<file path="src/rtl/mips_pkg.sv">
// Shared MIPS definitions: fetch FSM encoding, instruction field positions, opcodes.
// Latency: none (types and constants only).
// Backpressure: n/a.
package mips_pkg;

    typedef enum logic [1:0] {
        ST_IDLE = 2'd0,
        ST_REQ  = 2'd1,
        ST_WAIT = 2'd2,
        ST_DONE = 2'd3
    } ifetch_state_t;

    localparam int OPC_HI   = 31;
    localparam int OPC_LO   = 26;
    localparam int RS_HI    = 25;
    localparam int RS_LO    = 21;
    localparam int RT_HI    = 20;
    localparam int RT_LO    = 16;
    localparam int RD_HI    = 15;
    localparam int RD_LO    = 11;
    localparam int SHAMT_HI = 10;
    localparam int SHAMT_LO = 6;
    localparam int FUNCT_HI = 5;
    localparam int FUNCT_LO = 0;
    localparam int IMM_HI   = 15;
    localparam int IMM_LO   = 0;

    localparam logic [5:0] OP_RTYPE = 6'd0;
    localparam logic [5:0] OP_ADDI  = 6'd8;

    // Decoded view of one instruction word; imm overlaps rd/shamt/funct.
    typedef struct packed {
        logic [5:0]  opcode;
        logic [4:0]  rs;
        logic [4:0]  rt;
        logic [4:0]  rd;
        logic [4:0]  shamt;
        logic [5:0]  funct;
        logic [15:0] imm;
    } instr_fields_t;

endpackage

</file>
<file path="src/rtl/ifetch_unit_if.sv">
// Instruction memory read port: address + read strobe out, data + ready back.
// Latency: none (wires only).
// Backpressure: slave stalls the master by holding mem_ready low; master holds mem_rd/mem_addr.
// master: fetch unit side (drives mem_addr, mem_rd). slave: memory side.
interface ifetch_unit_if;
    logic [31:0] mem_addr;
    logic        mem_rd;
    logic [31:0] mem_rdata;
    logic        mem_ready;

    modport master (output mem_addr, output mem_rd, input mem_rdata, input mem_ready);
    modport slave  (input mem_addr, input mem_rd, output mem_rdata, output mem_ready);
endinterface

</file>
<file path="src/rtl/ifetch_decode.sv">
// Pure combinational slicer of an instruction word into its MIPS fields.
// Latency: 0 cycles.
// Backpressure: none.
// Ports: ir in (32), fields out (instr_fields_t).
module ifetch_decode
    import mips_pkg::*;
(
    input  logic [31:0]   ir,
    output instr_fields_t fields
);

    assign fields.opcode = ir[OPC_HI:OPC_LO];
    assign fields.rs     = ir[RS_HI:RS_LO];
    assign fields.rt     = ir[RT_HI:RT_LO];
    assign fields.rd     = ir[RD_HI:RD_LO];
    assign fields.shamt  = ir[SHAMT_HI:SHAMT_LO];
    assign fields.funct  = ir[FUNCT_HI:FUNCT_LO];
    assign fields.imm    = ir[IMM_HI:IMM_LO];

endmodule

</file>
<file path="src/rtl/ifetch_unit.sv">
// Multicycle instruction fetch: reads mem at PC into IR, advances PC, exposes decoded fields.
// Latency: fetch_req to instr_valid is 2 cycles with zero wait states, +1 per wait state.
// Backpressure: memory stalls via mem_ready (up to MAX_WAIT wait cycles, then bus_fault); requests outside IDLE are dropped.
// Ports: clk, reset_n (async active-low); fetch_req, pc_load, pc_next from controller;
//        mem (ifetch_unit_if.master); instr_valid, busy, bus_fault, pc, ir, decoded fields out.
// Optional: IFETCH_ALIGN_CHECK_EN adds a misaligned-PC check and the sticky misalign output.
module ifetch_unit
    import mips_pkg::*;
#(
    parameter logic [31:0] RESET_PC = 32'h0000_0000,
    parameter logic [31:0] PC_STEP  = 32'd4,
    parameter int          MAX_WAIT = 15
) (
    input  logic         clk,
    input  logic         reset_n,
    input  logic         fetch_req,
    input  logic         pc_load,
    input  logic [31:0]  pc_next,
    ifetch_unit_if.master mem,
    output logic         instr_valid,
    output logic         busy,
    output logic         bus_fault,
    output logic [31:0]  pc,
    output logic [31:0]  ir,
    output logic [5:0]   opcode,
    output logic [4:0]   rs,
    output logic [4:0]   rt,
    output logic [4:0]   rd,
    output logic [4:0]   shamt,
    output logic [5:0]   funct,
`ifdef IFETCH_ALIGN_CHECK_EN
    output logic         misalign,
`endif
    output logic [15:0]  imm
);

    localparam int             WCW        = $clog2(MAX_WAIT + 1);
    localparam logic [WCW-1:0] WAIT_LIMIT = WCW'(MAX_WAIT);

    ifetch_state_t  state_q, state_d;
    logic [WCW-1:0] wait_cnt_q, wait_cnt_d;
    logic [31:0]    pc_q, pc_d;
    logic [31:0]    ir_q, ir_d;
    logic [31:0]    mem_addr_q, mem_addr_d;
    logic           mem_rd_q, mem_rd_d;
    logic           instr_valid_q, instr_valid_d;
    logic           bus_fault_q, bus_fault_d;
    logic           fetch_ok;
    logic           accept;
    logic           capture;
    logic           timeout;
    instr_fields_t  fields;

`ifdef IFETCH_ALIGN_CHECK_EN
    logic misalign_q, misalign_d;
    logic align_fault;
    // A misaligned PC never reaches the bus; the request is turned into a fault.
    assign fetch_ok    = fetch_req & ~(|pc_q[1:0]);
    assign align_fault = (state_q == ST_IDLE) & fetch_req & (|pc_q[1:0]);
`else
    assign fetch_ok    = fetch_req;
`endif

    assign accept  = (state_q == ST_IDLE) & fetch_ok;
    assign capture = ((state_q == ST_REQ) | (state_q == ST_WAIT)) & mem.mem_ready;

    // State register
    always_ff @(posedge clk or negedge reset_n) begin
        if (!reset_n) begin
            state_q    <= ST_IDLE;
            wait_cnt_q <= '0;
        end else begin
            state_q    <= state_d;
            wait_cnt_q <= wait_cnt_d;
        end
    end

    // Next-state logic
    always_comb begin
        state_d    = state_q;
        wait_cnt_d = wait_cnt_q;
        timeout    = 1'b0;
        case (state_q)
            ST_IDLE: begin
                wait_cnt_d = '0;
                if (fetch_ok) state_d = ST_REQ;
            end
            ST_REQ: begin
                if (mem.mem_ready) begin
                    state_d = ST_DONE;
                end else begin
                    state_d    = ST_WAIT;
                    wait_cnt_d = WCW'(1);
                end
            end
            ST_WAIT: begin
                if (mem.mem_ready) begin
                    state_d    = ST_DONE;
                    wait_cnt_d = '0;
                end else if (wait_cnt_q == WAIT_LIMIT) begin
                    state_d    = ST_IDLE;
                    wait_cnt_d = '0;
                    timeout    = 1'b1;
                end else begin
                    wait_cnt_d = wait_cnt_q + WCW'(1);
                end
            end
            ST_DONE: state_d = ST_IDLE;
            default: state_d = ST_IDLE;
        endcase
    end

    // Output / datapath next values
    always_comb begin
        // A controller override always wins, including over the post-fetch increment.
        if (pc_load)                 pc_d = pc_next;
        else if (state_q == ST_DONE) pc_d = pc_q + PC_STEP;
        else                         pc_d = pc_q;

        ir_d = capture ? mem.mem_rdata : ir_q;

        // Address tracks PC while idle so the request edge captures the pre-override PC.
        if (state_q == ST_IDLE) begin
`ifdef IFETCH_ALIGN_CHECK_EN
            mem_addr_d = pc_q;
`else
            mem_addr_d = {pc_q[31:2], 2'b00};
`endif
        end else begin
            mem_addr_d = mem_addr_q;
        end

        mem_rd_d      = (state_d == ST_REQ) | (state_d == ST_WAIT);
        instr_valid_d = (state_d == ST_DONE);

        bus_fault_d = bus_fault_q;
        if (accept)  bus_fault_d = 1'b0;
        if (timeout) bus_fault_d = 1'b1;
`ifdef IFETCH_ALIGN_CHECK_EN
        misalign_d = misalign_q;
        if (accept) misalign_d = 1'b0;
        if (align_fault) begin
            bus_fault_d = 1'b1;
            misalign_d  = 1'b1;
        end
`endif
    end

    // Datapath registers
    always_ff @(posedge clk or negedge reset_n) begin
        if (!reset_n) begin
            pc_q          <= RESET_PC;
            ir_q          <= '0;
            mem_addr_q    <= RESET_PC;
            mem_rd_q      <= 1'b0;
            instr_valid_q <= 1'b0;
            bus_fault_q   <= 1'b0;
        end else begin
            pc_q          <= pc_d;
            ir_q          <= ir_d;
            mem_addr_q    <= mem_addr_d;
            mem_rd_q      <= mem_rd_d;
            instr_valid_q <= instr_valid_d;
            bus_fault_q   <= bus_fault_d;
        end
    end

`ifdef IFETCH_ALIGN_CHECK_EN
    always_ff @(posedge clk or negedge reset_n) begin
        if (!reset_n) misalign_q <= 1'b0;
        else          misalign_q <= misalign_d;
    end
    assign misalign = misalign_q;
`endif

    ifetch_decode u_decode (
        .ir     (ir_q),
        .fields (fields)
    );

    assign mem.mem_addr = mem_addr_q;
    assign mem.mem_rd   = mem_rd_q;
    assign instr_valid  = instr_valid_q;
    assign busy         = (state_q != ST_IDLE);
    assign bus_fault    = bus_fault_q;
    assign pc           = pc_q;
    assign ir           = ir_q;
    assign opcode       = fields.opcode;
    assign rs           = fields.rs;
    assign rt           = fields.rt;
    assign rd           = fields.rd;
    assign shamt        = fields.shamt;
    assign funct        = fields.funct;
    assign imm          = fields.imm;

endmodule

</file>
<file path="src/flat_wrapper.sv">
// flat-port wrapper written by rule: the top's interface ports become plain ports
module ifetch_unit_flat import mips_pkg::*;
#(
    parameter logic [31:0] RESET_PC = 32'h0000_0000,
    parameter logic [31:0] PC_STEP  = 32'd4,
    parameter int          MAX_WAIT = 15
)
  (clk, reset_n, fetch_req, pc_load, pc_next, instr_valid, busy, bus_fault, pc, ir, opcode, rs, rt, rd, shamt, funct, imm, mem_mem_addr, mem_mem_rd, mem_mem_rdata, mem_mem_ready);
  ifetch_unit_if mem_i ();
  input  logic clk;
  input  logic reset_n;
  input  logic fetch_req;
  input  logic pc_load;
  input  logic [31:0] pc_next;
  output logic instr_valid;
  output logic busy;
  output logic bus_fault;
  output logic [31:0] pc;
  output logic [31:0] ir;
  output logic [5:0] opcode;
  output logic [4:0] rs;
  output logic [4:0] rt;
  output logic [4:0] rd;
  output logic [4:0] shamt;
  output logic [5:0] funct;
  output logic [15:0] imm;
  output wire logic [$bits(mem_i.mem_addr)-1:0] mem_mem_addr;
  output wire logic [$bits(mem_i.mem_rd)-1:0] mem_mem_rd;
  input wire logic [$bits(mem_i.mem_rdata)-1:0] mem_mem_rdata;
  input wire logic [$bits(mem_i.mem_ready)-1:0] mem_mem_ready;
  assign mem_mem_addr = mem_i.mem_addr;
  assign mem_mem_rd = mem_i.mem_rd;
  assign mem_i.mem_rdata = mem_mem_rdata;
  assign mem_i.mem_ready = mem_mem_ready;
  ifetch_unit #(.RESET_PC(RESET_PC), .PC_STEP(PC_STEP), .MAX_WAIT(MAX_WAIT)) u_core (.clk(clk), .reset_n(reset_n), .fetch_req(fetch_req), .pc_load(pc_load), .pc_next(pc_next), .mem(mem_i), .instr_valid(instr_valid), .busy(busy), .bus_fault(bus_fault), .pc(pc), .ir(ir), .opcode(opcode), .rs(rs), .rt(rt), .rd(rd), .shamt(shamt), .funct(funct), .imm(imm));
endmodule
</file>
<file path="config.mk">
export PLATFORM = sky130hd
export DESIGN_NAME = ifetch_unit_flat
export DESIGN_NICKNAME = d
export VERILOG_FILES = /design/src/rtl/mips_pkg.sv /design/src/rtl/ifetch_unit_if.sv /design/src/rtl/ifetch_decode.sv /design/src/rtl/ifetch_unit.sv /design/src/flat_wrapper.sv
export SDC_FILE = /design/constraint.sdc
export NUM_CORES = 1
export LEC_CHECK = 0
export BUFFER_PORTS_ARGS = -buffer_cell sky130_fd_sc_hd__buf_2
export CAP_MARGIN = 15
export CORE_ASPECT_RATIO = 1.4
export CORE_MARGIN = 10
export CORE_UTILIZATION = 45
export CTS_BUF_LIST = sky130_fd_sc_hd__clkbuf_4
export CTS_CLUSTER_SIZE = 30
export DETAILED_ROUTE_END_ITERATION = 16
export PLACE_DENSITY = 0.88
export SKIP_CTS_REPAIR_TIMING = 1
export SYNTH_ARGS = -nofsm -noshare
export SYNTH_HDL_FRONTEND = slang
export SYNTH_HIERARCHICAL = 1
export SYNTH_SLANG_ARGS = --single-unit
</file>
<file path="constraint.sdc">
create_clock -name clk -period 2.4 [get_ports clk]
set_clock_uncertainty 0.15 [all_clocks]
set_input_delay 0.24 -clock clk [delete_from_list [all_inputs] [get_ports clk]]
set_output_delay 0.24 -clock clk [all_outputs]
set_load 0.03 [all_outputs]
</file>
==> Word-level counts from Yosys, hierarchy flattened <==
Cells that the tools add are included.
{ "word_totals": {"regBits": 103, "latch_bits": 0, "ramBits": 0, "rom_bits": 0, "inputBits": 69, "word_cells": 44, "n_memories": 0} }
{ "op_classes": {"n_addsub": 2, "multipliers": 0, "n_div": 0, "magnitude_cmp": 0, "eq_ne": 8, "shift": 0, "mux": 16, "bitwise": 4, "n_reduce_logical": 6} }
{ "ops": {"columns": ["operator", "n"], "rows": [
  ["$mux 32", 2],
  ["$add 32x3->32 const B", 1],
  ["$mux 4", 3],
  ["$pmux 4 s3", 1],
  ["$eq 2x2->1 const B", 4],
  ["$pmux 2 s4", 1],
  ["$mux 1", 6],
  ["$mux 2", 3],
  ["$reduce_bool 2->1", 3],
  ["$add 4x1->4 const B", 1],
  ["$eq 2x1->1 const B", 2],
  ["$eq 4x4->1 const B", 1],
  ["$reduce_bool 3->1", 1],
  ["$and 1x1->1", 2],
  ["$logic_not 2->1", 1],
  ["$ne 2x2->1 const B", 1],
  ["$or 1x1->1", 2],
  ["$reduce_and 2->1", 1]
]} }

==> Depth between registers and ports, before layout <==
{ "depth": {"depth_word": 6, "depth_mapped": 8, "depth_no_buf": 6} }

==> Modules after synthesis <==
Netlist, hierarchy kept.
{ "by_module_without_submodules": {"columns": ["mod", "n_inst", "cells_per_inst", "area_per_inst_um2", "seq_area_each_um2"], "rows": [
  ["ifetch_unit", 1, 392, 4665.7, 2577.5],
  ["ifetch_decode", 1, 48, 360.3, 0.0]
]} }

==> Least setup slack after synthesis <==
Ideal clock, no wire load.
{ "synth_path": {"path_type": "reg-to-reg", "start": "register u_core.pc_q[2] (netlist: u_core/pc[2])", "end": "register u_core.pc_q[28] (netlist: u_core/pc[28])", "setup_time_ns": 0.082, "arrival_time_ns": 1.909, "t_required_ns": 2.168, "setup_slack_ns": 0.259, "path_stages_with_launch": 6, "path_cell_list": "dfrtp_1 > ha_1 > nand2_1 > or4_1 > or4_1 > a31oi_1"} }
{ "synth_between": {"elab_chain_cells": 3} }
{ "synth_rtl": {"columns": ["element", "line_no", "source"], "rows": [
  ["from (decl)", "ifetch_unit.sv:42", "logic [31:0] pc_q, pc_d;"],
  ["from (signal assigned)", "ifetch_unit.sv:159", "pc_q <= pc_d;"],
  ["$add 32x3->32", "ifetch_unit.sv:117", "else if (state_q == ST_DONE) pc_d = pc_q + PC_STEP;"],
  ["$mux 32", "ifetch_unit.sv:117", null],
  ["$mux 32", "ifetch_unit.sv:116", "if (pc_load) pc_d = pc_next;"]
]} }
No other way between the ends. The select of a mux whose other input is x is not followed.
A chain may end at the register's enable or synchronous reset.

==> Worst setup path after layout <==
Ends and elaborated chain as after synthesis.

==> impl_metrics.ini <==
[cells_and_area]
drive_above_1_share_pct = 45.3
final_cell_mix = 213 x buf_2, 102 x dfrtp_1, 67 x dlygate4sd3_1
stdcell_count = 818
final_common_cell = buf_2
nFillCells = 808
final_util_pct = 61.5
fin_nets = 746
syn_to_final_growth_pct = 32.9

[timing]
hold_violations = 0
setup_viol = 0
fin_crit_ps = 2240
rsz0062_at_grt = no
slew_viol_final = 0
period_share_pct = 93.5
max_freq_mhz = 445
fin_tns_setup_ps = 0

[floorplanning]
io_pins = 217
coreArea_um2 = 10900
die_w_um = 109
die_area_um2 = 15900
initial_core_util_pct = 46.3
rows = 45
die_h_um = 145

[detailed_routing]
firstDrtPassIters = 4
highest_layer = met4
wl_met3_um = 1840
wl_met2_um = 8220
ant_nets = 0
avgViaCountPerCell = 5.38
vias = 4397
wl_met1_um = 5590
drt-initial-drc-count = 385
route.detailed.drc = 0
post_drt_wl_per_cell_um = 19.7
wl_um = 16100

[setup_path]
slowest_delay_ps = 490
slowest_stage = or4_1
critical_path_class = reg -> reg
crit_family = simple AND/OR/NAND/NOR gates
startpoint_type = flip-flop
crit_path_max_fanout = 6
cp_num_buf_inv = 0
path_cells = ha_1 > nand2_1 > or4_1 > or4_1 > a31oi_1
cp-end-kind = flip-flop
required_ps = 2640
cpMostUsedCell = or4_1
crit_arrival_ps = 2480

[power]
power_density_nw_per_um2 = 1300
p_leak_nw = 3.13
ir_worst_vdd_mv = 0.656

[place]
portBuffers = 214
placedCellCount = 731
dp_hpwl_um = 11000
routabilityCongestion = 0.853

[clock_tree]
path_clk_slew_ps = 160
cts_tree = yes
htree_levels = 3
clkSinkCount = 103
cts_root_buf = clkbuf_4
clkLatencyLatePin_ps = 450
cts_buffers = 9
clk_path_buf_depth = 2

[global_routing]
grt_pass1_wl_um = 21400
grt_max_degree = 53
antenna_found_initial = 4
grt_pass1_vias = 4210
overflow = 0
grtUsageTotal_pct = 16.8

[yosys]
ys_ff_latch = 103
yosys_warnings = 6
synthDistinctLibCells = 38
avgSynthCellArea_um2 = 11.4
synthXorXnorAreaFrac_pct = 2.09
ys_seq_area_share_pct = 51.3
netlist_instances = 440
synthAdderAreaFrac_pct = 2.24
synth_simple_gate_area_share_pct = 12.1
synth_top_family_by_area = multiplexers
syn_area_um2 = 5030
synth-compound-area-share_pct = 7.62
synthMuxAreaShare_pct = 14.5

[flow_run]
maxCapViolCount = 0

[outcome]
outcome = finished, final reports clean

[min_path]
hold_class = in -> async
cell usage after synthesis:
master,n,share of area (%)
dfrtp_1,103,51
mux2_2,64,14
buf_4,54,8.1
nand2_1,32,2.4
o21ai_0,25,2.5
nor2_1,19,1.4
a31oi_1,16,2.0
or4_1,13,1.9
nand4_1,12,1.5
o31ai_1,11,1.6
ha_1,9,2.2
nand3_1,8,0.80
xor2_1,8,1.4
and3_1,7,0.87
clkbuf_1,7,0.52
buf_1,6,0.45
inv_1,5,0.37
or3_1,5,0.62
a21o_1,4,0.60
a21oi_1,4,0.40
xnor2_1,4,0.70
and4_1,3,0.52
nand3_2,3,0.60
dlygate4sd1_1,2,0.35
nand3b_1,2,0.30
nor3_1,2,0.20
a22o_1,1,0.17
and3_2,1,0.15
buf_2,1,0.099
clkbuf_4,1,0.15
conb_1,1,0.075
mux2i_1,1,0.20
nand2b_1,1,0.12
nand3_4,1,0.35
nand4_2,1,0.25
nor4_1,1,0.12
o211ai_1,1,0.15
o221ai_1,1,0.17
through the flow:
step	area, um2	hold slack [ps]	power, mW	setup slack (ps)
5_1_grt	6680	35.1	9.15	13.4
2_1_floorplan	5030	-206	6.76	259
6_report	6680	33.2	8.67	155
3_5_place_dp	5880	-5.91	7.83	20.2
3_3_place_gp	5880	-15.3	7.70	195
4_1_cts	5990	-543	8.63	5.14
cells by family after synthesis:
kind of cell    after synthesis
compound gates               63
xor+xnor                     12
fa+ha+maj                     9
buf+inv                      76
flops                       103
mux                          65
other cells                   1
simple gates                111
final timing paths:
path,from,endpoint,slack [ps],depth (start not counted)
max,u_core/pc[2]$_DFFE_PN0N_,u_core/pc[28]$_DFFE_PN0N_,160,5
min in group clk,pc_load,u_core/pc[6]$_DFFE_PN0N_,120,3
max reg2reg,u_core/pc[2]$_DFFE_PN0N_,u_core/pc[28]$_DFFE_PN0N_,160,5
max in group asynchronous,reset_n,u_core/ir[10]$_DFFE_PN0P_,1360,3
min,reset_n,u_core/mem.mem_addr[27]$_DFFE_PN0N_,30,2
min reg2reg,u_core/wait_cnt_q[3]$_DFFE_PN0P_,u_core/wait_cnt_q[3]$_DFFE_PN0P_,360,1
layer usage:
layer,vias to the layer above,track usage [%]
li1,1986,-
met1,2104,17.9
met2,273,27.9
met3,34,7.39
met4,0,6.85
met5,-,0
power by group:
group	internal (mW)	total [mW]	switching (mW)
clock	0.223	0.794	0.571
sequential	2.36	2.85	0.483
combinational	1.68	5.03	3.36
final cells by class:
type,count,area [um2],share of cell area (%)
Clock buffer,10,75.1,1.12
Inverter,5,18.8,0.281
Antenna cell,4,10.0,0.150
Clock inverter,6,35.0,0.525
Timing Repair Buffer,287,1830,27.4
Sequential cell,103,2580,38.6
Tap cell,141,176,2.64
Multi-Input combinational cell,262,1960,29.3
state kept, by name (all words and copies together) (netlist names):
signal	count
u_core/ir	32
u_core/pc	32
u_core/mem.mem_addr	30
u_core/wait_cnt_q	4
u_core/state_q	2
u_core/bus_fault	1
u_core/instr_valid	1
u_core/mem.mem_rd	1
Power figures use the tool's default switching activity.
